[src/rtl/compare_sequencer_pkg.sv]
// Shared definitions for the bit-serial compare sequencer: FSM state
// encoding, default operand width and the match counter ceiling.
package compare_sequencer_pkg;

  typedef enum logic [1:0] {
    ST_IDLE = 2'd0,
    ST_SCAN = 2'd1,
    ST_DONE = 2'd2
  } state_e;

  localparam int         WIDTH_DEFAULT = 8;
  localparam logic [7:0] COUNT_MAX     = 8'd255;

endpackage

[src/rtl/compare_sequencer_cmp_count_sat.sv]
// Saturating event counter; a clear takes priority over an increment.
module cmp_count_sat
  import compare_sequencer_pkg::*;
(
  input  logic       clk,
  input  logic       rst,
  input  logic       inc,
  input  logic       clr,
  output logic [7:0] count
);

  logic [7:0] count_q, count_d;

  always_comb begin
    count_d = count_q;
    if (clr) begin
      count_d = 8'd0;
    end else if (inc && (count_q != COUNT_MAX)) begin
      count_d = count_q + 8'd1;
    end
  end

  always_ff @(posedge clk or posedge rst) begin
    if (rst) begin
      count_q <= 8'd0;
    end else begin
      count_q <= count_d;
    end
  end

  assign count = count_q;

endmodule

[src/rtl/compare_sequencer.sv]
// Bit-serial unsigned magnitude comparator: scans MSB first, stops at the
// first differing bit and holds the result until the consumer takes it.
module compare_sequencer
  import compare_sequencer_pkg::*;
#(
  parameter int WIDTH = WIDTH_DEFAULT
) (
  input  logic             clk,
  input  logic             rst,
  input  logic             in_valid,
  output logic             in_ready,
  input  logic [WIDTH-1:0] a,
  input  logic [WIDTH-1:0] b,
  output logic             out_valid,
  input  logic             out_ready,
  output logic             eq,
  output logic             gt,
  output logic             lt,
  output logic             busy,
  output logic [7:0]       match_count,
  input  logic             clr_count
);

  localparam int IDX_W = (WIDTH > 1) ? $clog2(WIDTH) : 1;

  state_e           state_q, state_d;
  logic [WIDTH-1:0] a_q, b_q;
  logic [IDX_W-1:0] idx_q;
  logic             eq_q, eq_d, gt_q, gt_d, lt_q, lt_d;
  logic             in_hs, out_hs, bit_a, bit_b;

  assign in_hs  = in_valid && (state_q == ST_IDLE);
  assign out_hs = out_ready && (state_q == ST_DONE);
  assign bit_a  = a_q[idx_q];
  assign bit_b  = b_q[idx_q];

  always_comb begin
    state_d = state_q;
    eq_d    = eq_q;
    gt_d    = gt_q;
    lt_d    = lt_q;
    case (state_q)
      ST_IDLE: begin
        if (in_valid) state_d = ST_SCAN;
      end
      ST_SCAN: begin
        // Early exit on the first differing bit; the MSB decides magnitude.
        if (bit_a != bit_b) begin
          gt_d    = bit_a;
          lt_d    = bit_b;
          state_d = ST_DONE;
        end else if (idx_q == '0) begin
          eq_d    = 1'b1;
          state_d = ST_DONE;
        end
      end
      ST_DONE: begin
        if (out_ready) begin
          eq_d    = 1'b0;
          gt_d    = 1'b0;
          lt_d    = 1'b0;
          state_d = ST_IDLE;
        end
      end
      default: begin
        eq_d    = 1'b0;
        gt_d    = 1'b0;
        lt_d    = 1'b0;
        state_d = ST_IDLE;
      end
    endcase
  end

  always_ff @(posedge clk or posedge rst) begin
    if (rst) begin
      state_q <= ST_IDLE;
      eq_q    <= 1'b0;
      gt_q    <= 1'b0;
      lt_q    <= 1'b0;
    end else begin
      state_q <= state_d;
      eq_q    <= eq_d;
      gt_q    <= gt_d;
      lt_q    <= lt_d;
    end
  end

  // Operands and index are only meaningful once the FSM leaves IDLE.
  always_ff @(posedge clk) begin
    if (in_hs) begin
      a_q   <= a;
      b_q   <= b;
      idx_q <= IDX_W'(WIDTH - 1);
    end else if ((state_q == ST_SCAN) && (idx_q != '0)) begin
      idx_q <= idx_q - IDX_W'(1);
    end
  end

  cmp_count_sat u_count (
    .clk   (clk),
    .rst   (rst),
    .inc   (out_hs && eq_q),
    .clr   (clr_count),
    .count (match_count)
  );

  assign in_ready  = (state_q == ST_IDLE);
  assign out_valid = (state_q == ST_DONE);
  assign busy      = (state_q == ST_SCAN);
  assign eq        = eq_q;
  assign gt        = gt_q;
  assign lt        = lt_q;

endmodule

[config.mk]
export PLATFORM = sky130hd
export DESIGN_NAME = compare_sequencer
export DESIGN_NICKNAME = d
export VERILOG_FILES = /design/src/rtl/compare_sequencer_pkg.sv /design/src/rtl/compare_sequencer_cmp_count_sat.sv /design/src/rtl/compare_sequencer.sv
export SDC_FILE = /design/constraint.sdc
export NUM_CORES = 1
export LEC_CHECK = 0
export BUFFER_PORTS_ARGS = -buffer_cell sky130_fd_sc_hd__buf_2
export CORE_ASPECT_RATIO = 2
export CORE_MARGIN = 2
export CORE_UTILIZATION = 30
export DETAILED_ROUTE_END_ITERATION = 8
export GPL_ROUTABILITY_DRIVEN = 1
export HOLD_SLACK_MARGIN = 0.03
export PLACE_DENSITY = 0.5
export SLEW_MARGIN = 20
export SYNTH_ARGS = -nofsm -noshare
export SYNTH_HDL_FRONTEND = slang
export SYNTH_HIERARCHICAL = 1
export SYNTH_SLANG_ARGS = --single-unit
[constraint.sdc]
create_clock -name clk -period 3.5 [get_ports clk]
set_input_delay 0.175 -clock clk [delete_from_list [all_inputs] [get_ports clk]]
set_output_delay 0.175 -clock clk [all_outputs]
set_load 0.05 [all_outputs]
==> flow_metrics.tcl <==
set metrics [dict create \
    tritoncts_clock_tree "done" \
    syn-mean-instance-area_um2 12.9 \
    final_cell_mix "sky130_fd_sc_hd__buf_2, sky130_fd_sc_hd__edfxtp_1, sky130_fd_sc_hd__dfrtp_1" \
    maxCapViolations 0 \
    post_synth_inst_count 119 \
    critical_path.reg2reg.startpoint "state_q[1]$_DFFE_PP0P_" \
    fin_crit_sh_pct 53.7 \
    drt-pass1-iter-count 4 \
    static-leakage-power_nw 0.836 \
    cts_buffers 5 \
    timing.slew.headroom_pct 62.2 \
    period_minus_slack_ps 1880 \
    boundaryPins 35 \
    placement.io_buffers 34 \
    timing.critical_path.cells "nor2b_1 -> and3_1 -> nand4_1 -> a211oi_2 -> mux2_4" \
    synth_async_sr_flop_share_pct 40.6 \
    critical_path.max_fanout 7 \
    fin_util_pct 37.6 \
    pwr_density_cell_mw_per_mm2 743 \
    share_clk_of_total_power_pct 19.1 \
    pin_count_of_the_biggest_net_entering_global_routing 17 \
    synth-warning-count 6 \
    endpoint_required_time_on_the_critical_path_ps 3660 \
    route.detailed.vias_per_inst 4.90 \
    timing.final.hold_violations 0 \
    ys_ff_latch 32 \
    overall_die_area_mm2 0.00576 \
    clk_pin_slew_worst_paths_ps 60 \
    rsz0062_at_grt "false" \
    yosys.cell_types.count 39 \
    clock-root-buffer "sky130_fd_sc_hd__clkbuf_8" \
    row_count 36 \
    max_slew.worst_pin.slew_ps 567 \
    slowest_stage "sky130_fd_sc_hd__dfrtp_1" \
    detail-route-antenna-nets 0 \
    synth_nets 143 \
    number_of_enable_flip_flop_cells_after_synthesis 16 \
    power_switching_share_pct 38.6 \
    wirelength_mm 2.95 \
    die-width_um 54.7 \
    drt_first_iter_violations 9 \
    cp_startpoint "state_q[1]$_DFFE_PP0P_" \
    timing.setup.tns_ps 0 \
    worstSkewPairLatency_ps 280 \
    hold-worst-slack_ps 70.2 \
    ctsResizeCount 0 \
    syn2layout_area_growth_pct 19.8 \
    number_of_sinks_on_the_clock_net 32 \
    drive_above_1_share_pct 34.0 \
    postSynth.topFlopCell "sky130_fd_sc_hd__edfxtp_1" \
    fin_nets 182 \
    final_cells 216 \
    combinationalPowerShare_pct 40.3 \
    crit_path_max_incr_delay_ps 430 \
    timing.final.setup_violations 0 \
    power.sequential.fraction_pct 40.6 \
    antenna-diode-count 0 \
    outcome "finished clean" \
    cell_internal_pwr_uw 842 \
    end_kind "flop" \
    dp_hpwl_mm 2.33 \
    drc 0 \
    timing.hold.worst.start "a[5]" \
    core_mm2 0.00491 \
    netlist_area_mm2 0.00154 \
    fp.dieH_um 105 \
    detail_route.wl_per_cell_um 13.6 \
    power_mw 1.37 \
    initial_antenna_violation_count 0 \
    power.switching_uw 530 \
    clock_skew_ps 5.27 \
    final_common_cell "sky130_fd_sc_hd__buf_2" \
    grt_first_pass_wirelength_mm 4.77 \
    critical_path_class "flop to flop" \
    gpl.final_weighted_congestion 0.788 \
    ir_worst_vdd_uv 531 \
    groute.usage.overall_pct 11.6 \
    clock_h_tree_levels 2 \
    start_kind "flop" \
    via_count_of_the_routed_design 1059 \
    effective_utilization_at_floorplan_pct 31.4 \
    via_count_of_the_first_global_routing_pass 1109 \
    place.detailed.instances 207 \
    grt-ovfl-total 0 \
    clock.fmax_mhz 532 \
    final_max_slew_viol_count 0 \
    worstHoldPathType "primary input to flop" \
    synth_seq_area_share_pct 56.2 \
    max-clock-path-buffers 2 \
    worst_ep_arrival_time_ps 2040 \
]
cell usage after synthesis, types with 2 or more instances:
master,number,share of area (%)
sky130_fd_sc_hd__o21ai_0,2,0.65
sky130_fd_sc_hd__nor2_1,5,1.2
sky130_fd_sc_hd__a21oi_1,4,1.3
sky130_fd_sc_hd__and3_1,3,1.2
sky130_fd_sc_hd__nand2_1,8,1.9
sky130_fd_sc_hd__nand2b_1,3,1.2
sky130_fd_sc_hd__ha_1,3,2.4
sky130_fd_sc_hd__mux4_2,4,5.8
sky130_fd_sc_hd__a21oi_2,2,1.1
sky130_fd_sc_hd__dfxtp_1,3,3.9
sky130_fd_sc_hd__dfrtp_1,13,21
sky130_fd_sc_hd__nor3_1,2,0.65
sky130_fd_sc_hd__edfxtp_1,16,31
sky130_fd_sc_hd__nor2b_1,6,2.4
sky130_fd_sc_hd__nand3_1,4,1.3
sky130_fd_sc_hd__inv_1,9,2.2
sky130_fd_sc_hd__nand4_1,2,0.81
sky130_fd_sc_hd__o21ai_1,4,1.3
sky130_fd_sc_hd__buf_6,2,1.5
sky130_fd_sc_hd__mux2_4,5,4.9
stage by stage:
step           setup WS, ps  instance area [µm²]
4_1_cts                1630                 1850
2_1_floorplan          1110                 1540
6_report               1620                 1850
5_1_grt                1520                 1850
3_5_place_dp           1630                 1760
3_3_place_gp           1660                 1760
what timing repair did:
action	CTS	global route
hold endpoints to repair	13	0
setup buffers	0	0
hold buffers	1	0
cell families after synthesis:
family	Yosys count	share of synthesized area, %
xor gates and xnor gates	2	1.14
muxes	12	13.6
AOI/OAI and AO/OA	22	10.3
DFF	32	56.2
adders and majority gates	3	2.44
buffers and inverters	12	3.90
and+or+nand+nor	36	12.4
area by class of cell:
type,instances,area (µm²)
fillers,481,3060
flip-flops and latches,32,866
multi-input cells,75,614
repair buffers,35,180
clock buffers,7,76.3
well taps,57,71.3
inverters,9,33.8
clock inverters,1,3.75
worst max-delay path: cells and delay by family, from the launching register on:
kind | cells | cell delay (ps)
AO/OA/AOI/OAI | 1 | 290
flip-flops | 1 | 430
multiplexers | 1 | 320
AND/OR/NAND/NOR | 3 | 730
registers in the layout, summed over array words and instances (netlist names):
signal / count
idx_q: 3
u_count/count: 8
lt: 1
eq: 1
a_q: 8
gt: 1
b_q: 8
state_q: 2
final timing paths:
check / end / slack, ps / cells after the start
setup / recovery: u_count/count[5]$_DFFE_PP0P_ / 1620 / 5
hold / removal: a_q[5]$_DFFE_PP_ / 70 / 1
setup reg to reg: u_count/count[5]$_DFFE_PP0P_ / 1620 / 5
hold reg to reg: idx_q[1]$_SDFFE_PP1N_ / 490 / 2
max in group asynchronous: u_count/count[2]$_DFFE_PP0P_ / 2840 / 3
min in group asynchronous: state_q[0]$_DFFE_PP0P_ / 340 / 3
power by group through the flow:
stage	Sequential (mW)	Clock, mW	Combinational, mW
2_1_floorplan	0.601	0	0.406
3_3_place_gp	0.561	0	0.546
3_5_place_dp	0.566	0	0.559
4_1_cts	0.559	0.270	0.561
5_1_grt	0.569	0.285	0.600
6_report	0.556	0.262	0.553
layer usage:
metal	vias up	track usage, %	routed length [µm]
met1	500	10.4	1040
li1	516	-	-
met5	-	0	0
met4	0	5.36	70
met2	37	21.3	1640
met3	6	3.54	193
Note: power is estimated with default switching activity, not from simulation.
